[src/rtl/pad_event_gen_pkg.sv]
// Shared constants for the gamepad path: button bit map, direction codes and
// the direction FSM state type. Imported by the reader, pad_event_gen and world.
package pad_event_gen_pkg;

   localparam int unsigned NUM_BUTTONS = 11;

   // Bit positions in the level-sensitive button vector
   localparam int unsigned BTN_UP    = 0;
   localparam int unsigned BTN_DOWN  = 1;
   localparam int unsigned BTN_LEFT  = 2;
   localparam int unsigned BTN_RIGHT = 3;
   localparam int unsigned BTN_A     = 4;
   localparam int unsigned BTN_B     = 5;
   localparam int unsigned BTN_C     = 6;
   localparam int unsigned BTN_START = 7;
   localparam int unsigned BTN_X     = 8;
   localparam int unsigned BTN_Y     = 9;
   localparam int unsigned BTN_Z     = 10;

   // Encoding carried on move_dir
   localparam logic [1:0] DIR_UP    = 2'b00;
   localparam logic [1:0] DIR_DOWN  = 2'b01;
   localparam logic [1:0] DIR_LEFT  = 2'b10;
   localparam logic [1:0] DIR_RIGHT = 2'b11;

   typedef enum logic [1:0] {
      StIdle   = 2'b00,
      StDelay  = 2'b01,
      StRepeat = 2'b10
   } dir_state_e;

endpackage

[src/rtl/pad_event_gen_if.sv]
// Button/event bundle between the gamepad reader, pad_event_gen and world.
//   master : pad_event_gen side - takes buttons_in, drives the debounced events
//   slave  : reader/world side  - drives buttons_in, consumes the events
// Signals:
//   buttons_in     raw button levels, 1 = pressed
//   buttons_stable debounced levels
//   press_pulse    one-cycle pulse per stable 0->1
//   release_pulse  one-cycle pulse per stable 1->0
//   move_valid     one-cycle move command strobe
//   move_dir       direction of the move, held between strobes
interface pad_event_gen_if;
   import pad_event_gen_pkg::*;

   logic [NUM_BUTTONS-1:0] buttons_in;
   logic [NUM_BUTTONS-1:0] buttons_stable;
   logic [NUM_BUTTONS-1:0] press_pulse;
   logic [NUM_BUTTONS-1:0] release_pulse;
   logic                   move_valid;
   logic [1:0]             move_dir;

   modport master (
      input  buttons_in,
      output buttons_stable,
      output press_pulse,
      output release_pulse,
      output move_valid,
      output move_dir
   );

   modport slave (
      output buttons_in,
      input  buttons_stable,
      input  press_pulse,
      input  release_pulse,
      input  move_valid,
      input  move_dir
   );

endinterface

[src/rtl/debounce_bit.sv]
// One-bit two-flop synchronizer followed by a disagreement-counting debouncer.
// Ports:
//   i_clk     clock
//   i_rst_n   asynchronous active-low reset
//   i_raw     raw asynchronous level
//   o_stable  debounced level; flips after DEBOUNCE_CYCLES consecutive
//             cycles of the synchronized input disagreeing with it
module debounce_bit #(
   parameter int unsigned DEBOUNCE_CYCLES = 500000
) (
   input  logic i_clk,
   input  logic i_rst_n,
   input  logic i_raw,
   output logic o_stable
);

   // +1 keeps the width non-zero when DEBOUNCE_CYCLES is 1
   localparam int unsigned CntW = $clog2(DEBOUNCE_CYCLES + 1);

   logic            r_sync1;
   logic            r_sync2;
   logic            r_stable;
   logic [CntW-1:0] r_cnt;

   always_ff @(posedge i_clk or negedge i_rst_n) begin
      if (!i_rst_n) begin
         r_sync1  <= 1'b0;
         r_sync2  <= 1'b0;
         r_stable <= 1'b0;
         r_cnt    <= '0;
      end else begin
         r_sync1 <= i_raw;
         r_sync2 <= r_sync1;
         if (r_sync2 == r_stable) begin
            r_cnt <= '0;
         end else if (r_cnt == CntW'(DEBOUNCE_CYCLES - 1)) begin
            r_stable <= r_sync2;
            r_cnt    <= '0;
         end else begin
            r_cnt <= r_cnt + CntW'(1);
         end
      end
   end

   assign o_stable = r_stable;

endmodule

[src/rtl/pad_event_gen.sv]
// Turns the gamepad reader's raw button vector into debounced levels,
// registered press/release pulses and a hold-to-repeat direction move stream.
// Ports:
//   clock_50   system clock
//   reset_key  asynchronous active-low reset
//   pad        pad_event_gen_if.master (buttons_in in; stable/pulses/moves out)
module pad_event_gen
   import pad_event_gen_pkg::*;
#(
   parameter int unsigned DEBOUNCE_CYCLES = 500000,
   parameter int unsigned REPEAT_DELAY    = 25000000,
   parameter int unsigned REPEAT_PERIOD   = 5000000
) (
   input  logic             clock_50,
   input  logic             reset_key,
   pad_event_gen_if.master  pad
);

   localparam int unsigned MaxRep = (REPEAT_DELAY > REPEAT_PERIOD) ? REPEAT_DELAY
                                                                   : REPEAT_PERIOD;
   localparam int unsigned TimerW = $clog2(MaxRep + 1);

   logic [NUM_BUTTONS-1:0] w_stable;
   logic [NUM_BUTTONS-1:0] r_stable_d;
   logic [NUM_BUTTONS-1:0] r_press;
   logic [NUM_BUTTONS-1:0] r_release;

   dir_state_e             r_state;
   dir_state_e             w_state_nx;
   logic [TimerW-1:0]      r_timer;
   logic [TimerW-1:0]      w_timer_nx;
   logic                   r_move_valid;
   logic                   w_move_valid_nx;
   logic [1:0]             r_move_dir;
   logic [1:0]             w_move_dir_nx;

   logic                   w_dir_any;
   logic [1:0]             w_dir_active;

   for (genvar gi = 0; gi < int'(NUM_BUTTONS); gi++) begin : g_db
      debounce_bit #(
         .DEBOUNCE_CYCLES(DEBOUNCE_CYCLES)
      ) u_db (
         .i_clk    (clock_50),
         .i_rst_n  (reset_key),
         .i_raw    (pad.buttons_in[gi]),
         .o_stable (w_stable[gi])
      );
   end

   // Edge pulses lag the stable change by one cycle
   always_ff @(posedge clock_50 or negedge reset_key) begin
      if (!reset_key) begin
         r_stable_d <= '0;
         r_press    <= '0;
         r_release  <= '0;
      end else begin
         r_stable_d <= w_stable;
         r_press    <= w_stable & ~r_stable_d;
         r_release  <= ~w_stable & r_stable_d;
      end
   end

   // Fixed priority up > down > left > right
   always_comb begin
      w_dir_any    = 1'b1;
      w_dir_active = DIR_UP;
      if (w_stable[BTN_UP]) begin
         w_dir_active = DIR_UP;
      end else if (w_stable[BTN_DOWN]) begin
         w_dir_active = DIR_DOWN;
      end else if (w_stable[BTN_LEFT]) begin
         w_dir_active = DIR_LEFT;
      end else if (w_stable[BTN_RIGHT]) begin
         w_dir_active = DIR_RIGHT;
      end else begin
         w_dir_any = 1'b0;
      end
   end

   // r_move_dir doubles as the last issued direction for change detection
   always_comb begin
      w_state_nx      = r_state;
      w_timer_nx      = r_timer;
      w_move_valid_nx = 1'b0;
      w_move_dir_nx   = r_move_dir;
      unique case (r_state)
         StIdle: begin
            if (w_dir_any) begin
               w_move_valid_nx = 1'b1;
               w_move_dir_nx   = w_dir_active;
               w_timer_nx      = TimerW'(REPEAT_DELAY - 1);
               w_state_nx      = StDelay;
            end
         end
         StDelay, StRepeat: begin
            if (!w_dir_any) begin
               w_state_nx = StIdle;
            end else if (w_dir_active != r_move_dir) begin
               // A direction change restarts the full delay, even on a timer expiry cycle
               w_move_valid_nx = 1'b1;
               w_move_dir_nx   = w_dir_active;
               w_timer_nx      = TimerW'(REPEAT_DELAY - 1);
               w_state_nx      = StDelay;
            end else if (r_timer == '0) begin
               w_move_valid_nx = 1'b1;
               w_move_dir_nx   = w_dir_active;
               w_timer_nx      = TimerW'(REPEAT_PERIOD - 1);
               w_state_nx      = StRepeat;
            end else begin
               w_timer_nx = r_timer - TimerW'(1);
            end
         end
         default: begin
            w_state_nx = StIdle;
         end
      endcase
   end

   always_ff @(posedge clock_50 or negedge reset_key) begin
      if (!reset_key) begin
         r_state      <= StIdle;
         r_timer      <= '0;
         r_move_valid <= 1'b0;
         r_move_dir   <= 2'b00;
      end else begin
         r_state      <= w_state_nx;
         r_timer      <= w_timer_nx;
         r_move_valid <= w_move_valid_nx;
         r_move_dir   <= w_move_dir_nx;
      end
   end

   assign pad.buttons_stable = w_stable;
   assign pad.press_pulse    = r_press;
   assign pad.release_pulse  = r_release;
   assign pad.move_valid     = r_move_valid;
   assign pad.move_dir       = r_move_dir;

endmodule

[src/flat_wrapper.sv]
// flat-port wrapper written by rule: the top's interface ports become plain ports
module pad_event_gen_flat import pad_event_gen_pkg::*;
#(
   parameter int unsigned DEBOUNCE_CYCLES = 500000,
   parameter int unsigned REPEAT_DELAY    = 25000000,
   parameter int unsigned REPEAT_PERIOD   = 5000000
)
  (clock_50, reset_key, pad_buttons_in, pad_buttons_stable, pad_press_pulse, pad_release_pulse, pad_move_valid, pad_move_dir);
  pad_event_gen_if pad_i ();
  input  logic clock_50;
  input  logic reset_key;
  input wire logic [$bits(pad_i.buttons_in)-1:0] pad_buttons_in;
  output wire logic [$bits(pad_i.buttons_stable)-1:0] pad_buttons_stable;
  output wire logic [$bits(pad_i.press_pulse)-1:0] pad_press_pulse;
  output wire logic [$bits(pad_i.release_pulse)-1:0] pad_release_pulse;
  output wire logic [$bits(pad_i.move_valid)-1:0] pad_move_valid;
  output wire logic [$bits(pad_i.move_dir)-1:0] pad_move_dir;
  assign pad_i.buttons_in = pad_buttons_in;
  assign pad_buttons_stable = pad_i.buttons_stable;
  assign pad_press_pulse = pad_i.press_pulse;
  assign pad_release_pulse = pad_i.release_pulse;
  assign pad_move_valid = pad_i.move_valid;
  assign pad_move_dir = pad_i.move_dir;
  pad_event_gen #(.DEBOUNCE_CYCLES(DEBOUNCE_CYCLES), .REPEAT_DELAY(REPEAT_DELAY), .REPEAT_PERIOD(REPEAT_PERIOD)) u_core (.clock_50(clock_50), .reset_key(reset_key), .pad(pad_i));
endmodule
[config.mk]
export PLATFORM = sky130hd
export DESIGN_NAME = pad_event_gen_flat
export DESIGN_NICKNAME = d
export VERILOG_FILES = /design/src/rtl/pad_event_gen_pkg.sv /design/src/rtl/pad_event_gen_if.sv /design/src/rtl/debounce_bit.sv /design/src/rtl/pad_event_gen.sv /design/src/flat_wrapper.sv
export SDC_FILE = /design/constraint.sdc
export NUM_CORES = 1
export LEC_CHECK = 0
export ABC_AREA = 1
export BUFFER_PORTS_ARGS = -buffer_cell sky130_fd_sc_hd__buf_2
export CORE_MARGIN = 4
export CORE_UTILIZATION = 40
export CTS_CLUSTER_DIAMETER = 150
export DETAILED_ROUTE_END_ITERATION = 16
export PLACE_DENSITY = 0.56
export SYNTH_ARGS = -nofsm -noshare
export SYNTH_HDL_FRONTEND = slang
export SYNTH_SLANG_ARGS = --single-unit
[constraint.sdc]
create_clock -name clock_50 -period 2.3 [get_ports clock_50]
set_input_delay 0.345 -clock clock_50 [delete_from_list [all_inputs] [get_ports clock_50]]
set_output_delay 0.345 -clock clock_50 [all_outputs]
set_load 0.05 [all_outputs]
==> run summary, run 1 <==
status = finished clean
clock buffer count from CTS = 36
Top Ports = 49
gr ovfl total = 0
Clock Path Buffers = 3
routed via count = 12.5k
largest net degree at the start of global routing = 73
CTS Hold Bufs = 12
Post-synth ARST share = 100%
worst-path fanout max = 20
latest clock arrival within the worst-skew pair = 0.53 ns
vias per cell = 4.85
Die W = 205 um
FF-to-FF path depth = 11
Tmin final = 1.95 ns
Final Hold Viols = 0
period utilization = 84.6%
drt drc = 0
Initial Util = 40.4%
Synth Net Count = 1979
number of antenna violations at the first check in global routing = 0
sequential element share of the synthesized area = 49.0%
PD cells = 637 nW/um^2
DRT antenna net count = 0
critical path class = register to register
reg-to-reg setup timing slack = 0.35 ns
Post-synth top cells = nor2_1, nand2_1, dfrtp_1
clock slew seen by the registers of the worst setup and hold paths = 0.05 ns
CP required = 2.71 ns
HPWL after detailed placement = 23.0 mm
final number of setup-violating endpoints = 0
GRT Total Usage = 15.8%
f_max = 514 MHz
Rel. slew slack = 66.3%
GPL Wtd Cong = 0.914
worst slew pin tran = 0.502 ns
Die ar. = 42200 um^2
first-pass GRT wire length = 57.1 mm
static leakage = 8.06 nW
root buffer cell = clkbuf_16
reported max-cap violation count = 0
number of port buffers = 48
worst path bufs/invs = 3
Synth area leader = dfrtp_1
Setup Skew = 0.0139 ns
cell count after synthesis = 1952
crit path max-delay cell type = dfrtp_1
share of cells above drive strength 1 = 8.07%
post-cts sizing count = 0
RR Startpoint = u_core.r_state[0]$_DFFE_PN0P_
drt pass-1 iters = 5
RSZ-0062 raised after global routing = false
hold crit path type = primary input to async pin
Most used DFF post-synth = dfrtp_1
Yosys Warn Count = 0
vias in the first global route = 12.5k
final count of pins violating max slew = 0
count leader, synth = nor2_1
Worst VDD drop = 0.510 mV
setup bufs post-CTS = 0
Crit Reg-Reg Endpoint = u_core.r_timer[4]$_DFFE_PN0P_
fill cell count = 3870
Worst Setup End Kind = register
hold_ws = 0.310 ns
CTS Sinks = 305
post-synth cell types = 46
Rows = 72
Avg Cell Area, Syn = 7.98 um^2
drt wl/cell = 12.4 um
Top delay family on crit path = simple AND/OR/NAND/NOR gates
Yosys reg bits = 305
Final nets = 2061
n_diodes = 0
area grow syn2layout = 13.4%
Die Y = 205 um
CTS H-Tree Depth = 2
Multi-input gate area = 6780 um^2
CP arrival = 2.36 ns
core footprint = 38600 um^2
Critical Path, Cell by Cell = inv_1 > ha_1 > inv_1 > nand2_1 > nand3_2 > nand2_4 > inv_4 > nand3_2 > nor2_1 > xor2_1 > nand2_1
CTS tree = yes
Syn Std Cell Area = 15600 um^2
Synth top area share = 49.0%
initial drt markers = 594
final setup TNS = 0 ns
ranking of synthesized cells by area = dfrtp_1, nor2_1, nand2_1
Post-synth EDFFs = 0
storage element area = 7630 um^2
CP max stage delay = 0.37 ns
Startpoint Class = register
WL final = 32.1 mm
-- metrics by stage --
| step | instance area (um^2) | setup WS [ns] | std cells | utilization (%) | power, W |
|---|---|---|---|---|---|
| 2_1_floorplan | 15600 | 0.570 | 1952 | - | 0.00571 |
| 3_3_place_gp | 16400 | 0.379 | 2502 | 42.6 | 0.00590 |
| 5_1_grt | 17700 | 0.149 | 2575 | 45.8 | 0.0118 |
| 4_1_cts | 17700 | 0.344 | 2575 | 45.8 | 0.0115 |
| 3_5_place_dp | 16400 | 0.371 | 2502 | 42.6 | 0.00591 |
| 6_report | 17700 | 0.353 | 2575 | 45.8 | 0.0112 |
-- where the power goes --
group	total (W)	switching, W	internal [W]	leakage (nW)
registers	0.00549	0.0000513	0.00543	4.18
logic	0.000326	0.000233	0.0000932	3.31
clock network	0.00544	0.00218	0.00325	0.563
-- placed cells by master, fill, tap and decap left out, types with 6 or more instances in the layout --
cell type,count
nor2_1,387
nand2_1,343
dfrtp_1,305
inv_1,256
nand3_1,139
nor3_1,97
xor2_1,92
nand4_1,74
buf_2,47
a21oi_1,39
clkbuf_16,37
o21ai_0,31
nor3b_1,29
nor2_2,18
ha_1,14
dlygate4sd3_1,12
a31oi_1,11
nor4_1,11
nand3_2,10
nand3b_1,10
xnor2_1,8
nand2_2,7
clkinv_2,7
clkbuf_1,7
clkbuf_8,6
-- worst max path at each step --
stage	startpoint	end	depth (start not counted)
2_1_floorplan	u_core.r_state[0]$_DFFE_PN0P_	u_core.r_timer[4]$_DFFE_PN0P_	12
3_3_place_gp	u_core.r_state[0]$_DFFE_PN0P_	u_core.r_timer[4]$_DFFE_PN0P_	11
3_5_place_dp	u_core.r_state[0]$_DFFE_PN0P_	u_core.r_timer[4]$_DFFE_PN0P_	11
4_1_cts	u_core.r_state[0]$_DFFE_PN0P_	u_core.r_timer[4]$_DFFE_PN0P_	11
5_1_grt	u_core.r_state[0]$_DFFE_PN0P_	u_core.r_timer[4]$_DFFE_PN0P_	11
6_report	u_core.r_state[0]$_DFFE_PN0P_	u_core.r_timer[4]$_DFFE_PN0P_	11
-- metal layers --
layer,vias up,share of wire (%),track usage (%)
met5,-,0,0
met4,0,2.1,5.02
met3,55,3.9,2.68
met2,195,46,25.7
met1,5787,48,21.5
li1,6453,-,-
-- cell families after synthesis --
family,after synthesis,synth area share (%)
XOR/XNOR,100,5.62
AND/OR/NAND/NOR,1140,33.0
buffers and inverters,288,7.46
AO/OA/AOI/OAI,105,3.81
adder cells (fa/ha/maj),14,1.12
flip-flops,305,49.0
-- sequential cells by signal (all words and copies together), names as in the netlist --
| signal | count |
|---|---|
| u_core.g_db.u_db.r_sync1 | 11 |
| u_core.pad.press_pulse | 11 |
| u_core.pad.move_valid | 1 |
| u_core.g_db.u_db.r_cnt | 209 |
| u_core.g_db.u_db.r_sync2 | 11 |
| u_core.g_db.u_db.o_stable | 11 |
| u_core.r_stable_d | 11 |
| u_core.pad.release_pulse | 11 |
| u_core.pad.move_dir | 2 |
| u_core.r_state | 2 |
| u_core.r_timer | 25 |
-- cell type report --
type                            instances  share of cell area, %
Clock buffer                           50                   5.86
Clock inverter                         11                  0.538
Inverter                              265                   5.65
Multi-Input combinational cell       1359                   38.4
Sequential cell                       305                   43.2
Tap cell                              518                   3.67
Timing Repair Buffer                   67                   2.68
-- worst register-to-register path, stage by stage, from the launching register on --
cell	delay (ns)
dfrtp_1	0.37
inv_1	0.05
ha_1	0.35
inv_1	0.11
nand2_1	0.09
nand3_2	0.08
nand2_4	0.11
inv_4	0.23
nand3_2	0.12
nor2_1	0.12
xor2_1	0.15
nand2_1	0.06
(Power assumes the default switching activity.)
==> run 2, diff against run 1 <==
PLACE_DENSITY = 0.58   (was 0.56)
clock period = 1.6 ns   (was 2.3 ns; I/O delays follow)
==> run 2 against run 1 <==
Effect of this change:
- the run now ends with setup timing left
- count of clock-buffer cells in the layout rose by 7
- cell area up 9.4%
- clock skew up 0.00058 ns
- register-to-register slack worse by 0.38 ns
- worst setup slack got worse by 0.38 ns
- non-clock buffer count up 119
- sequential share of layout area is 3.7 points lower
- routed wire length up 6.3%
- cell count grew 4.9%
- largest cell class unchanged
- highest routed layer unchanged
==> run summary, run 2 (synthesis gave the netlist of run 1 again) <==
reported max-cap violation count = 0 (unchanged)
storage element area = 7640 um^2 (about the same)
PD cells = 872 nW/um^2 (+37%)
GPL Wtd Cong = 0.897 (-1.8%)
latest clock arrival within the worst-skew pair = 0.54 ns (about the same)
period utilization = 102% (+17 points)
hold_ws = 0.186 ns (-0.124 ns)
max reg flops = 209 (unchanged)
final number of setup-violating endpoints = 3 (+3)
root buffer cell = clkbuf_16
Setup WS pre-CTS = -0.0746 ns (-0.446 ns)
Rows = 72 (unchanged)
WL final = 34.1 mm (+6.3%)
Seq pwr share = 46.8% (-2.0 points)
n_diodes = 0 (unchanged)
drt wl/cell = 12.6 um (+1.3%)
status = complete, but fails checks
Rel. slew slack = 68.3% (+2.0 points)
leading cell type in the layout, fill and taps excluded = nor2_1
area grow syn2layout = 24.1%
clock buffer count from CTS = 37 (+2.8%)
Setup Skew = 0.0145 ns (+0.000582 ns)
vias per cell = 4.88 (+0.53%)
failing checks = setup timing
final instance area = 19300 um^2 (+9.4%)
Initial Util = 40.4% (unchanged)
drt drc = 0 (unchanged)
Die Y = 205 um (unchanged)
critical path class = register to register
core footprint = 38600 um^2 (unchanged)
Largest regs = u_core.g_db.u_db.r_cnt (209), u_core.r_timer (25)
final core utilization = 50.1% (+4.3 points)
CP arrival = 2.06 ns (-0.30 ns)
internal power = 0.0132 W (+50%)
share of cells above drive strength 1 = 18.9% (+11 points)
Startpoint Class = register
number of port buffers = 48 (unchanged)
Final Hold Viols = 0 (unchanged)
Clock Path Buffers = 3 (unchanged)
Final nets = 2183 (+5.9%)
switching power = 0.00366 W (+49%)
number of antenna violations at the first check in global routing = 0 (unchanged)
CP required = 2.03 ns (-0.68 ns)
RSZ-0062 raised after global routing = true
Top Ports = 49 (unchanged)
hold crit path type = primary input to async pin
Die ar. = 42200 um^2 (unchanged)
routed via count = 13.2k (+5.5%)
initial drt markers = 707 (+19%)
Die W = 205 um (unchanged)
Comb pwr share = 3.4% (+0.5 points)
Worst VDD drop = 0.680 mV (+33%)
final count of pins violating max slew = 0 (unchanged)
drt pass-1 iters = 5 (unchanged)
Multi-input gate area = 7320 um^2 (+8.0%)
worst-path fanout max = 6 (-70%)
CTS H-Tree Depth = 2 (unchanged)
DRT antenna net count = 0 (unchanged)
gr ovfl total = 0 (unchanged)
CTS tree = yes
most frequent cells in the layout = nor2_1, nand2_1, dfrtp_1
final worst setup slack = -0.0255 ns (-0.379 ns)
fill cell count = 3674 (-5.1%)
HPWL after detailed placement = 24.1 mm (+4.6%)
CTS Sinks = 305 (unchanged)
placement-stage cell area = 17300 um^2 (+5.2%)
GRT Total Usage = 16.2% (+0.40 points)
f_max = 615 MHz (+20%)
static leakage = 8.82 nW (+9.5%)
Clock Power Share = 49.8% (+1.5 points)
vias in the first global route = 12.7k (+2.0%)
worst slew pin tran = 0.471 ns (-0.0315 ns)
Worst Setup End Kind = register
first-pass GRT wire length = 58.1 mm (+1.7%)
Tmin final = 1.63 ns (-0.321 ns)
Biggest register = u_core.g_db.u_db.r_cnt
clock slew seen by the registers of the worst setup and hold paths = 0.06 ns (about the same)
largest net degree at the start of global routing = 62 (-15%)
sw frac = 21.7% (-0.17 points)
[run 2: cell types whose count changed in the layout (fill, tap and decap cells not counted), moves of 16 or more]
| cell | previous run | this run |
|---|---|---|
| inv_1 | 256 | 240 |
| nor2_4 | 1 | 17 |
| nor2_1 | 387 | 340 |
| nor2_2 | 18 | 49 |
| nand2_1 | 343 | 325 |
| buf_4 | 3 | 115 |
[run 2: what timing repair did]
action / CTS / global route
hold buffers: 12 / 0
pin swaps: 2 / 39
setup buffers: 0 / 14
hold endpoints to repair: 316 / 0
resized for setup: 15 / 161
endpoints found under the setup margin: 20 / 120
cloned: 0 / 2
[run 2: final cells by class]
class                           count  share of cell area, %
Sequential cell                   305                   39.5
Multi-Input combinational cell   1360                   37.9
Timing Repair Buffer              186                   7.52
Clock buffer                       57                   5.81
Inverter                          265                   5.26
Tap cell                          518                   3.35
Clock inverter                     10                  0.537
Timing Repair inverter              1                 0.0842
[run 2: path summary, 6_finish.rpt]
path / to / start / slack, ns / cells past startpoint
worst max-delay path: u_core.r_timer[14]$_DFFE_PN0P_ / u_core.r_state[0]$_DFFE_PN0P_ / -0.03 / 10
worst min-delay path: u_core.g_db[4].u_db.r_cnt[10]$_DFF_PN0_ / reset_key / 0.19 / 2
max in group asynchronous: u_core.g_db[1].u_db.o_stable$_DFFE_PN0P_ / reset_key / 0.77 / 3
worst min register to register: u_core.g_db[6].u_db.r_sync2$_DFF_PN0_ / u_core.g_db[6].u_db.r_sync1$_DFF_PN0_ / 0.35 / 0
min in group clock_50: u_core.g_db[0].u_db.r_sync1$_DFF_PN0_ / pad_buttons_in[0] / 0.34 / 2
worst max register to register: u_core.r_timer[14]$_DFFE_PN0P_ / u_core.r_state[0]$_DFFE_PN0P_ / -0.03 / 10
[run 2: through the flow]
stage | setup TNS (ns) | cells | power, W
after floorplan | -0.0381 | 1952 | 0.00821
after CTS | -0.307 | 2686 | 0.0172
after global placement | -0.0267 | 2607 | 0.00857
final | -0.0329 | 2702 | 0.0168
after global routing | -1.71 | 2702 | 0.0176
after detailed placement | -0.428 | 2607 | 0.00857
[run 2: worst max-delay path: stages (launching register included)]
cell and delay [ns]:
dfrtp_1 0.40, inv_2 0.07, ha_4 0.20, inv_4 0.06, nand2_4 0.05, nand3_4 0.08, nand2_8 0.10, buf_6 0.15
nor3_2 0.17, xor2_1 0.16, nand2_1 0.06
[run 2: routing by layer]
| layer | up-vias | part of all wire [%] | track usage (%) |
|---|---|---|---|
| met2 | 183 | 47 | 26.6 |
| met5 | - | 0 | 0 |
| met3 | 44 | 3.2 | 2.63 |
| met4 | 0 | 2.0 | 5.19 |
| li1 | 6713 | - | - |
| met1 | 6236 | 48 | 22.0 |
[run 2: power groups by stage]
stage          clock (W)  combinational [W]  sequential, W
6_report         0.00838           0.000575        0.00789
5_1_grt          0.00905           0.000672        0.00789
3_5_place_dp           0           0.000556        0.00802
2_1_floorplan          0           0.000199        0.00801
3_3_place_gp           0           0.000552        0.00801
4_1_cts          0.00873           0.000582        0.00788
==> run 3, diff against run 2 <==
ABC_AREA = default   (was 1)
PLACE_DENSITY = 0.59   (was 0.58)
==> run 3 against run 2 <==
Effect of this change:
- the run still ends with setup timing left
- first-iteration DRC count fell by 39%
- clock skew rose by 0.0059 ns
- global-route usage fell by 0.79 points
- sequential share of layout area fell by 0.28 points
- fmax fell by 24%
- sequential cell count did not move
- power rose by 2.0%
- sequential power barely moved
- synthesized cell count fell by 30%
==> run summary, run 3 <==
final count of pins violating max slew = 0 (unchanged)
Die W = 195 um (-4.8%)
Yosys Warn Count = 0 (unchanged)
WL final = 30.3 mm (-11%)
CTS tree = yes
Rows = 68 (-5.6%)
Top delay family on crit path = simple AND/OR/NAND/NOR gates
Synth Net Count = 1391 (-30%)
vias per cell = 5.00 (+2.5%)
area grow syn2layout = 38.5%
leading cell type in the layout, fill and taps excluded = dfrtp_1
n_diodes = 0 (unchanged)
drt wl/cell = 14.0 um (+11%)
period utilization = 133% (+32 points)
Synth area leader = dfrtp_1
Syn Std Cell Area = 14000 um^2 (-9.8%)
Die Y = 195 um (-4.8%)
Post-synth EDFFs = 0 (unchanged)
hold_ws = 0.196 ns (+0.00992 ns)
gr ovfl total = 0 (unchanged)
drt drc = 0 (unchanged)
PD cells = 883 nW/um^2 (+1.3%)
Most used DFF post-synth = dfrtp_1
Crit Reg-Reg Endpoint = u_core.r_timer[7]$_DFFE_PN0P_
crit path max-delay cell type = or4_4
Top Ports = 49 (unchanged)
worst slew pin tran = 0.502 ns (+0.0317 ns)
Die ar. = 38200 um^2 (-9.4%)
number of port buffers = 48 (unchanged)
f_max = 469 MHz (-24%)
Synth top area share = 54.3% (+5.3 points)
Initial Util = 40.6% (+0.17 points)
Startpoint Class = register
Biggest register = u_core.g_db.u_db.r_cnt
failing checks = setup timing
RR Startpoint = u_core.r_timer[21]$_DFFE_PN0P_
worst-path fanout max = 6 (unchanged)
CP max stage delay = 0.56 ns (+0.16 ns)
Post-synth ARST share = 100% (unchanged)
latest clock arrival within the worst-skew pair = 0.53 ns (about the same)
routed via count = 10.8k (-18%)
RSZ-0062 raised after global routing = true
final number of setup-violating endpoints = 91 (+88)
Setup Skew = 0.0204 ns (+0.00595 ns)
Largest regs = u_core.g_db.u_db.r_cnt (209), u_core.r_timer (25)
final worst setup slack = -0.533 ns (-0.507 ns)
Final Hold Viols = 0 (unchanged)
FF-to-FF path depth = 6 (-4)
CTS H-Tree Depth = 2 (unchanged)
CP required = 2.02 ns (about the same)
critical path class = register to register
clock slew seen by the registers of the worst setup and hold paths = 0.06 ns (about the same)
Avg Cell Area, Syn = 10.3 um^2 (+29%)
Yosys reg bits = 305 (unchanged)
root buffer cell = clkbuf_16
Setup WS pre-CTS = -0.526 ns (-0.452 ns)
dpl cells = 2029 (-22%)
CTS Sinks = 305 (unchanged)
Final nets = 1705 (-22%)
number of antenna violations at the first check in global routing = 0 (unchanged)
DRT antenna net count = 0 (unchanged)
Clock Path Buffers = 3 (unchanged)
initial drt markers = 431 (-39%)
count leader, synth = dfrtp_1
cell count after synthesis = 1364 (-30%)
ranking of synthesized cells by area = dfrtp_1, nor2_1, xnor2_1
core footprint = 34600 um^2 (-10%)
reg-to-reg setup timing slack = -0.53 ns (-0.51 ns)
Worst Setup End Kind = register
static leakage = 8.54 nW (-3.2%)
max reg flops = 209 (unchanged)
Post-synth top cells = dfrtp_1, nor2_1, xnor2_1
hold crit path type = primary input to async pin
clock buffer count from CTS = 37 (unchanged)
HPWL after detailed placement = 18.6 mm (-23%)
drt pass-1 iters = 4 (-1)
share of cells above drive strength 1 = 35.6% (+17 points)
Rel. slew slack = 66.3% (-2.1 points)
GRT Total Usage = 15.4% (-0.79 points)
CP arrival = 2.55 ns (+0.49 ns)
Tmin final = 2.13 ns (+0.507 ns)
most frequent cells in the layout = dfrtp_1, buf_4, nor2_1
post-synth cell types = 60 (+30%)
largest net degree at the start of global routing = 54 (-13%)
GPL Wtd Cong = 0.791 (-12%)
Critical Path, Cell by Cell = or4_4 > nor4_4 > and2_4 > buf_12 > o31ai_4 > a31o_2
Worst VDD drop = 0.750 mV (+10%)
fin cells = 2161 (-20%)
sequential element share of the synthesized area = 54.3% (+5.3 points)
status = complete, but fails checks
worst path bufs/invs = 1 (-2)
first-pass GRT wire length = 50.7 mm (-13%)
reported max-cap violation count = 0 (unchanged)
vias in the first global route = 10.7k (-16%)
run 3: cells by family after synthesis:
| family | synth area share (%) |
|---|---|
| flops | 54.3 |
| buf+inv | 2.83 |
| xor+xnor | 12.2 |
| fa+ha+maj | 1.25 |
| compound gates | 3.81 |
| simple gates | 24.7 |
| mux | 0.882 |
run 3: layout make-up:
| type | instances | area [um^2] |
|---|---|---|
| multi-input cells | 983 | 7150 |
| flip-flops and latches | 305 | 7640 |
| fillers | 2953 | 15200 |
| repair buffers | 315 | 2690 |
| clock buffers | 57 | 1140 |
| clock inverters | 10 | 135 |
| inverters | 36 | 135 |
| well taps | 455 | 569 |
run 3: what timing repair did:
item,in CTS,in global routing
hold buffers,12,0
cloned,7,9
resized for setup,43,201
pin swaps,29,104
setup buffers,14,26
endpoints found under the setup margin,113,182
hold endpoints to repair,214,0
run 3: worst max path at each step:
stage	from	endpoint	slack [ns]	depth (start not counted)
finish	u_core.r_timer[21]$_DFFE_PN0P_	u_core.r_timer[7]$_DFFE_PN0P_	-0.53	6
global route	u_core.r_timer[11]$_DFFE_PN0P_	u_core.r_timer[15]$_DFFE_PN0P_	-0.63	6
CTS	u_core.r_timer[13]$_DFFE_PN0P_	u_core.r_timer[7]$_DFFE_PN0P_	-0.53	6
detailed placement	u_core.r_timer[23]$_DFFE_PN0P_	u_core.r_timer[7]$_DFFE_PN0P_	-0.53	6
global placement	u_core.r_timer[23]$_DFFE_PN0P_	u_core.r_timer[7]$_DFFE_PN0P_	-0.48	6
floorplan	u_core.g_db[2].u_db.o_stable$_DFFE_PN0P_	u_core.r_state[0]$_DFFE_PN0P_	-0.44	7
run 3: metal layers:
| metal | vias up | GRT usage (%) | share of wire (%) |
|---|---|---|---|
| met5 | - | 0 | 0 |
| met4 | 0 | 4.55 | 2.4 |
| met3 | 56 | 3.43 | 3.6 |
| met2 | 130 | 25.0 | 48 |
| met1 | 5305 | 20.8 | 46 |
| li1 | 5310 | - | - |
run 3: stage by stage:
step / util, % / total power [W] / setup TNS, ns / instance area (um^2)
after floorplan: - / 0.00827 / -12.63 / 14500
after global placement: 48.0 / 0.00859 / -16.63 / 16600
after detailed placement: 48.0 / 0.00861 / -19.45 / 16600
after CTS: 53.0 / 0.0174 / -15.92 / 18400
after global routing: 56.2 / 0.0179 / -28.19 / 19500
final: 56.2 / 0.0172 / -19.60 / 19500
run 3: where the power goes:
| part | leakage (nW) | total, W | internal (W) | switching [W] |
|---|---|---|---|---|
| sequential | 4.18 | 0.00789 | 0.00781 | 0.0000733 |
| clock | 0.629 | 0.00857 | 0.00541 | 0.00317 |
| combinational | 3.74 | 0.000722 | 0.000318 | 0.000403 |
| total | 8.54 | 0.0172 | 0.0135 | 0.00364 |
